[config.mk]
export PLATFORM = sky130hd
export DESIGN_NAME = ras_ckpt_queue
export DESIGN_NICKNAME = d
export VERILOG_FILES = /design/src/rtl/uarch_pkg.sv /design/src/rtl/ras_ptr_adjust.sv /design/src/rtl/ras_ckpt_queue.sv
export SDC_FILE = /design/constraint.sdc
export NUM_CORES = 1
export LEC_CHECK = 0
export CAP_MARGIN = 0
export CORE_AREA = 2 2 97 99
export DETAILED_ROUTE_END_ITERATION = 8
export DIE_AREA = 0 0 99 101
export SLEW_MARGIN = 30
export SYNTH_ARGS = -nofsm -noshare
export SYNTH_HDL_FRONTEND = slang
export SYNTH_SLANG_ARGS = --single-unit
[constraint.sdc]
create_clock -name clk -period 3.4 [get_ports clk]
set_clock_uncertainty 0.2 [all_clocks]
set_input_delay 0.68 -clock clk [delete_from_list [all_inputs] [get_ports clk]]
set_output_delay 0.68 -clock clk [all_outputs]
set_load 0.02 [all_outputs]
[src/rtl/uarch_pkg.sv]
// Shared front-end types: RAS push/pop kind and the checkpoint record kept per
// in-flight control-flow instruction.
package uarch_pkg;

   localparam int RAS_DEPTH      = 16;
   localparam int RAS_CKPT_DEPTH = 8;
   localparam int RAS_PTR_W      = $clog2(RAS_DEPTH) + 1;

   typedef enum logic [1:0] {
      NONE = 2'd0,
      CALL = 2'd1,
      RET  = 2'd2
   } ras_kind_e;

   typedef struct packed {
      logic [RAS_PTR_W-1:0] ras_ptr;
      ras_kind_e            kind;
   } ras_ckpt_t;

endpackage

[src/rtl/ras_ptr_adjust.sv]
// Saturating +1 (CALL) / -1 (RET) on a RAS stack pointer; pass-through otherwise.
// Shared with the predecode path.
module ras_ptr_adjust #(
   parameter int RAS_DEPTH = uarch_pkg::RAS_DEPTH,
   parameter int PTR_W     = $clog2(RAS_DEPTH) + 1
) (
   input  logic                 [PTR_W-1:0] ptr,
   input  uarch_pkg::ras_kind_e             kind,
   output logic                 [PTR_W-1:0] ptr_adj
);
   import uarch_pkg::*;

   localparam logic [PTR_W-1:0] MAX_PTR = PTR_W'(RAS_DEPTH);
   localparam logic [PTR_W-1:0] ONE     = PTR_W'(1);

   always_comb begin
      ptr_adj = ptr;
      case (kind)
         CALL:    ptr_adj = (ptr < MAX_PTR) ? ptr + ONE : MAX_PTR;
         RET:     ptr_adj = (ptr != '0) ? ptr - ONE : '0;
         default: ptr_adj = ptr;
      endcase
   end

endmodule

[src/rtl/ras_ckpt_queue.sv]
// In-order checkpoint queue of RAS pointers; drives recover/recover_ptr into the
// RAS on a mispredict. RAS_CKPT_FAST_RECOVER_EN makes the recover outputs combinational.
module ras_ckpt_queue #(
   parameter int DEPTH     = uarch_pkg::RAS_CKPT_DEPTH,
   parameter int RAS_DEPTH = uarch_pkg::RAS_DEPTH,
   parameter int RAS_PTR_W = $clog2(RAS_DEPTH) + 1,
   parameter int TAG_W     = $clog2(DEPTH)
) (
   input  logic                 clk,
   input  logic                 rst,
   input  logic                 alloc_valid,
   input  logic [RAS_PTR_W-1:0] alloc_ras_ptr,
   input  logic [1:0]           alloc_kind,
   output logic                 alloc_rdy,
   output logic [TAG_W-1:0]     alloc_tag,
   input  logic                 commit_valid,
   output logic                 commit_rdy,
   input  logic                 mispredict,
   input  logic [TAG_W-1:0]     mispredict_tag,
   output logic                 recover,
   output logic [RAS_PTR_W-1:0] recover_ptr,
   output logic [TAG_W:0]       count
);
   import uarch_pkg::*;

   localparam logic [TAG_W:0] ONE = (TAG_W+1)'(1);

   logic [TAG_W:0]       head_q, tail_q;
   ras_ckpt_t            ent_q [DEPTH];
   logic                 full, empty, alloc_fire, commit_fire, mp_live;
   logic [TAG_W-1:0]     mp_off;
   logic [RAS_PTR_W-1:0] mp_ptr_adj;

   assign count       = tail_q - head_q;
   assign empty       = (head_q == tail_q);
   assign full        = (head_q[TAG_W-1:0] == tail_q[TAG_W-1:0]) && (head_q[TAG_W] != tail_q[TAG_W]);
   assign alloc_rdy   = !full && !mispredict;
   assign commit_rdy  = !empty;
   assign alloc_tag   = tail_q[TAG_W-1:0];
   assign alloc_fire  = alloc_valid && alloc_rdy;
   assign commit_fire = commit_valid && commit_rdy;

   // Distance from head in index space; live iff it falls inside current occupancy.
   assign mp_off  = mispredict_tag - head_q[TAG_W-1:0];
   assign mp_live = mispredict && !rst && ({1'b0, mp_off} < count);

   ras_ptr_adjust #(
      .RAS_DEPTH (RAS_DEPTH),
      .PTR_W     (RAS_PTR_W)
   ) u_ptr_adjust (
      .ptr     (ent_q[mispredict_tag].ras_ptr),
      .kind    (ent_q[mispredict_tag].kind),
      .ptr_adj (mp_ptr_adj)
   );

   always_ff @(posedge clk) begin
      if (rst) begin
         head_q <= '0;
         tail_q <= '0;
      end else begin
         head_q <= head_q + {{TAG_W{1'b0}}, commit_fire};
         if (mp_live)
            tail_q <= head_q + {1'b0, mp_off} + ONE;
         else
            tail_q <= tail_q + {{TAG_W{1'b0}}, alloc_fire};
      end
   end

   always_ff @(posedge clk) begin
      if (alloc_fire)
         ent_q[tail_q[TAG_W-1:0]] <= '{ras_ptr: alloc_ras_ptr, kind: ras_kind_e'(alloc_kind)};
   end

`ifdef RAS_CKPT_FAST_RECOVER_EN
   assign recover     = mp_live;
   assign recover_ptr = mp_live ? mp_ptr_adj : '0;
`else
   logic                 recover_q;
   logic [RAS_PTR_W-1:0] recover_ptr_q;

   always_ff @(posedge clk) begin
      if (rst) begin
         recover_q     <= 1'b0;
         recover_ptr_q <= '0;
      end else begin
         recover_q <= mp_live;
         if (mp_live)
            recover_ptr_q <= mp_ptr_adj;
      end
   end

   assign recover     = recover_q;
   assign recover_ptr = recover_ptr_q;
`endif

endmodule
==> impl_metrics.toml <==
[setup_path]
reg2reg_slack_ns = 0.53
r2r-end = "recover_ptr[2]$_SDFFE_PP0N_"
slowest_stage = "clkdlybuf4s50_1"
path_max_fanout = 3
start_kind = "flop"
critical_path_arrival_ns = 2.32
r2r_cells = 10
r2r_start = "tail_q[0]$_SDFF_PP0_"
worstSetupStartpoint = "head_q[1]$_SDFF_PP0_"
cpLargestDelayFamily = "buffers and inverters"
endpoint_kind = "primary output"
required_ns = 2.52
cp_num_buf_inv = 2
worst-setup-path-type = "reg -> out"
worstPathCellList = "inv_1, ha_1, nor2b_1, o21ai_1, nand2_1, xnor2_1, clkdlybuf4s50_1"
cp_slowest_stage_delay_ns = 0.63

[global_route]
grt.busiest_layer = "met2"
grt-ovfl-total = 0
antenna_found_initial = 0
grt_util_met1_pct = 21.1
track_usage_pct = 15.9
met3_usage_pct = 3.61
grt_pass1_vias = 2208
grt_pass1_wl_mm = 11.9
grt_max_degree = 16
grtUsageMet2_pct = 26.4

[route]
drc = 0
vias_per_cell = 5.00
firstDrtPassIters = 4
wl_per_cell_um = 16.6
drt_iter0_drc = 88
vias = 2215
routed_wl_mm = 7.34
final_antenna_net_count = 0

[synthesis]
syn_area_sq_um = 3520
netlist-cell-type-count = 44
avgSynthCellArea_sq_um = 13.6
synth_edf_count = 56
synth_ff_type = "edfxtp_1"
syn_nets = 294
ys_seq_area_share_pct = 55.7
synth_cells = 258
synthArstFlopShare_pct = 0
ys_ff_latch = 70
yosys_warnings = 0

[worst_hold_path]
hold_end = "recover_ptr[0]$_SDFFE_PP0N_"
hp-start = "recover_ptr[0]$_SDFFE_PP0N_"
min_path_cells = 2
hp-class = "reg -> reg"

[die]
num_rows = 35
die_w_um = 99
die_area_sq_um = 10000
ioPinCount = 30
initial_utilization_pct = 39.2
core_sq_um = 8980
die_h_um = 101

[finish]
layout-drive-gt1-share_pct = 21.4
syn2layout_area_growth_pct = 25.8
final_core_util_pct = 49.3
layout.nets = 363
antenna_cells = 0
fin_cells = 443

[job]
maxCapViolCount = 0

[clock_tree]
cts_buffer_depth = 2
cts_made_buffers = 9
clkSinkCount = 70
clock-root-buffer = "clkbuf_8"
cts_tree = "done"
clk_pin_slew_ns = 0.08
holdBufCountCts = 0
htreeDepth = 3
clk_latency_ns = 0.34

[sta]
period_needed_ns = 3.20
rsz0062_at_grt = "no"
max-slew-margin-rel_pct = 59.8
fmax_mhz = 312
whs_ns = 0.301
drv_slew = 0
setup_viol = 0
finalCritPeriodShare_pct = 94.2
final-hold-violation-count = 0
worst_pin_slew_ns = 0.601

[place]
placed_cells = 427
hpwlAfterDp_mm = 5.34
io_buffers = 29
gp_congestion = 0.809

[power]
power_density_nw_per_um2 = 699
vdd_drop_max_v = 0.000314
p_leak_nw = 1.68
power_mw = 3.10

[status]
status = "complete, no violations"
worst max-delay path by stage:
stage                     depth (start not counted)                           to
final                                             7                     count[3]
after global routing                             11  recover_ptr[2]$_SDFFE_PP0N_
after CTS                                        10  recover_ptr[4]$_SDFFE_PP0N_
after detailed placement                         10  recover_ptr[4]$_SDFFE_PP0N_
after global placement                           10  recover_ptr[4]$_SDFFE_PP0N_
after floorplan                                  13  recover_ptr[2]$_SDFFE_PP0N_
tightest hold or removal path, delay by kind of cell, from the launching register on:
kind,cells,cell delay (ns)
DFF,1,0.32
and+or+nand+nor,1,0.09
AOI/OAI and AO/OA,1,0.05
power breakdown:
group,switching [mW],internal (mW)
sequential,0.0465,1.02
clock,0.334,0.416
combinational,0.658,0.629
total,1.04,2.06
cells by family (layout without fill, tap and decap cells):
kind of cell | count (synthesis) | after routing | synth area share, %
multiplexers | 25 | 25 | 11.3
AO/OA/AOI/OAI | 34 | 34 | 7.89
adder cells (fa/ha/maj) | 21 | 21 | 8.10
flip-flops | 70 | 70 | 55.7
buffers and inverters | 32 | 106 | 4.55
AND/OR/NAND/NOR | 61 | 61 | 8.67
XOR/XNOR | 15 | 15 | 3.73
layout make-up:
type                       instances  area, sq um
fill                             751         4550
sequential                        70         1960
multi-input combinational        156         1400
timing repair buffer              70          629
tap                              111          139
clock buffer                       9          124
clock inverter                     7         97.6
inverter                          20         78.8
repair_timing:
item                                    4_1_cts  5_1_grt
pin swaps                                     0        0
resized for setup                             1        2
endpoints found under the setup margin        1        8
buffers inserted                              0        0
layout by cell type, fill, tap and decap left out, drive strengths merged, types with 2 or more instances in the layout:
cell	instances
a2111oi	2
a211oi	4
a21o	3
a21oi	2
a221oi	2
a22oi	4
a311oi	3
a31o	2
a41oi	3
and2	5
and3	2
buf	41
bufinv	2
clkbuf	9
clkdlybuf4s50	28
clkinv	3
clkinvlp	2
dfxtp	14
edfxtp	56
fa	3
ha	18
inv	20
mux2i	16
mux4	9
nand2	16
nand2b	2
nand3	4
nand4	3
nor2	19
nor2b	5
nor3	3
o21ai	5
xnor2	10
xor2	5
per-stage QoR:
step	setup slack, ns	TNS (ns)	area [sq um]
floorplan	0.0564	0	3520
global placement	-0.296	-1.72	4200
detailed placement	-0.340	-2.14	4200
CTS	0.00638	0	4430
global route	0.0188	0	4430
finish	0.197	0	4430
synthesized netlist by cell type (3+ instances only):
master     n  area share (%)
inv_1     20             2.1
mux4_1     3             2.2
and2_1     5            0.89
mux4_2     6             3.8
nor3_1     3            0.43
nor2_1    19             2.0
edfxtp_1  56              48
a211oi_1   4            0.85
ha_1      18             6.4
mux2i_1   14             4.0
nand2_1   16             1.7
nor2b_1    5            0.89
nand4_1    3            0.53
clkbuf_1   4            0.43
dfxtp_1   14             8.0
a311oi_1   3            0.75
a22oi_1    4            0.85
a41oi_1    3            0.75
buf_4      4            0.85
nand3_1    3            0.43
fa_1       3             1.7
o21ai_0    5            0.71
xor2_1     5             1.2
a21o_1     3            0.64
xnor2_1   10             2.5
metal layers:
layer  routed length [um]  up-vias  share of wire (%)
met2                 3540       41                 48
met4                   64        0               0.87
li1                     -     1097                  -
met5                    0        -                  0
met3                  220        6                3.0
met1                 3510     1071                 48
flip-flops by register name (all words and copies together), names as in the netlist:
name and cells:
tail_q 4, recover_ptr 5, ent_q 56, head_q 4, recover 1
Power figures use the tool's default switching activity.
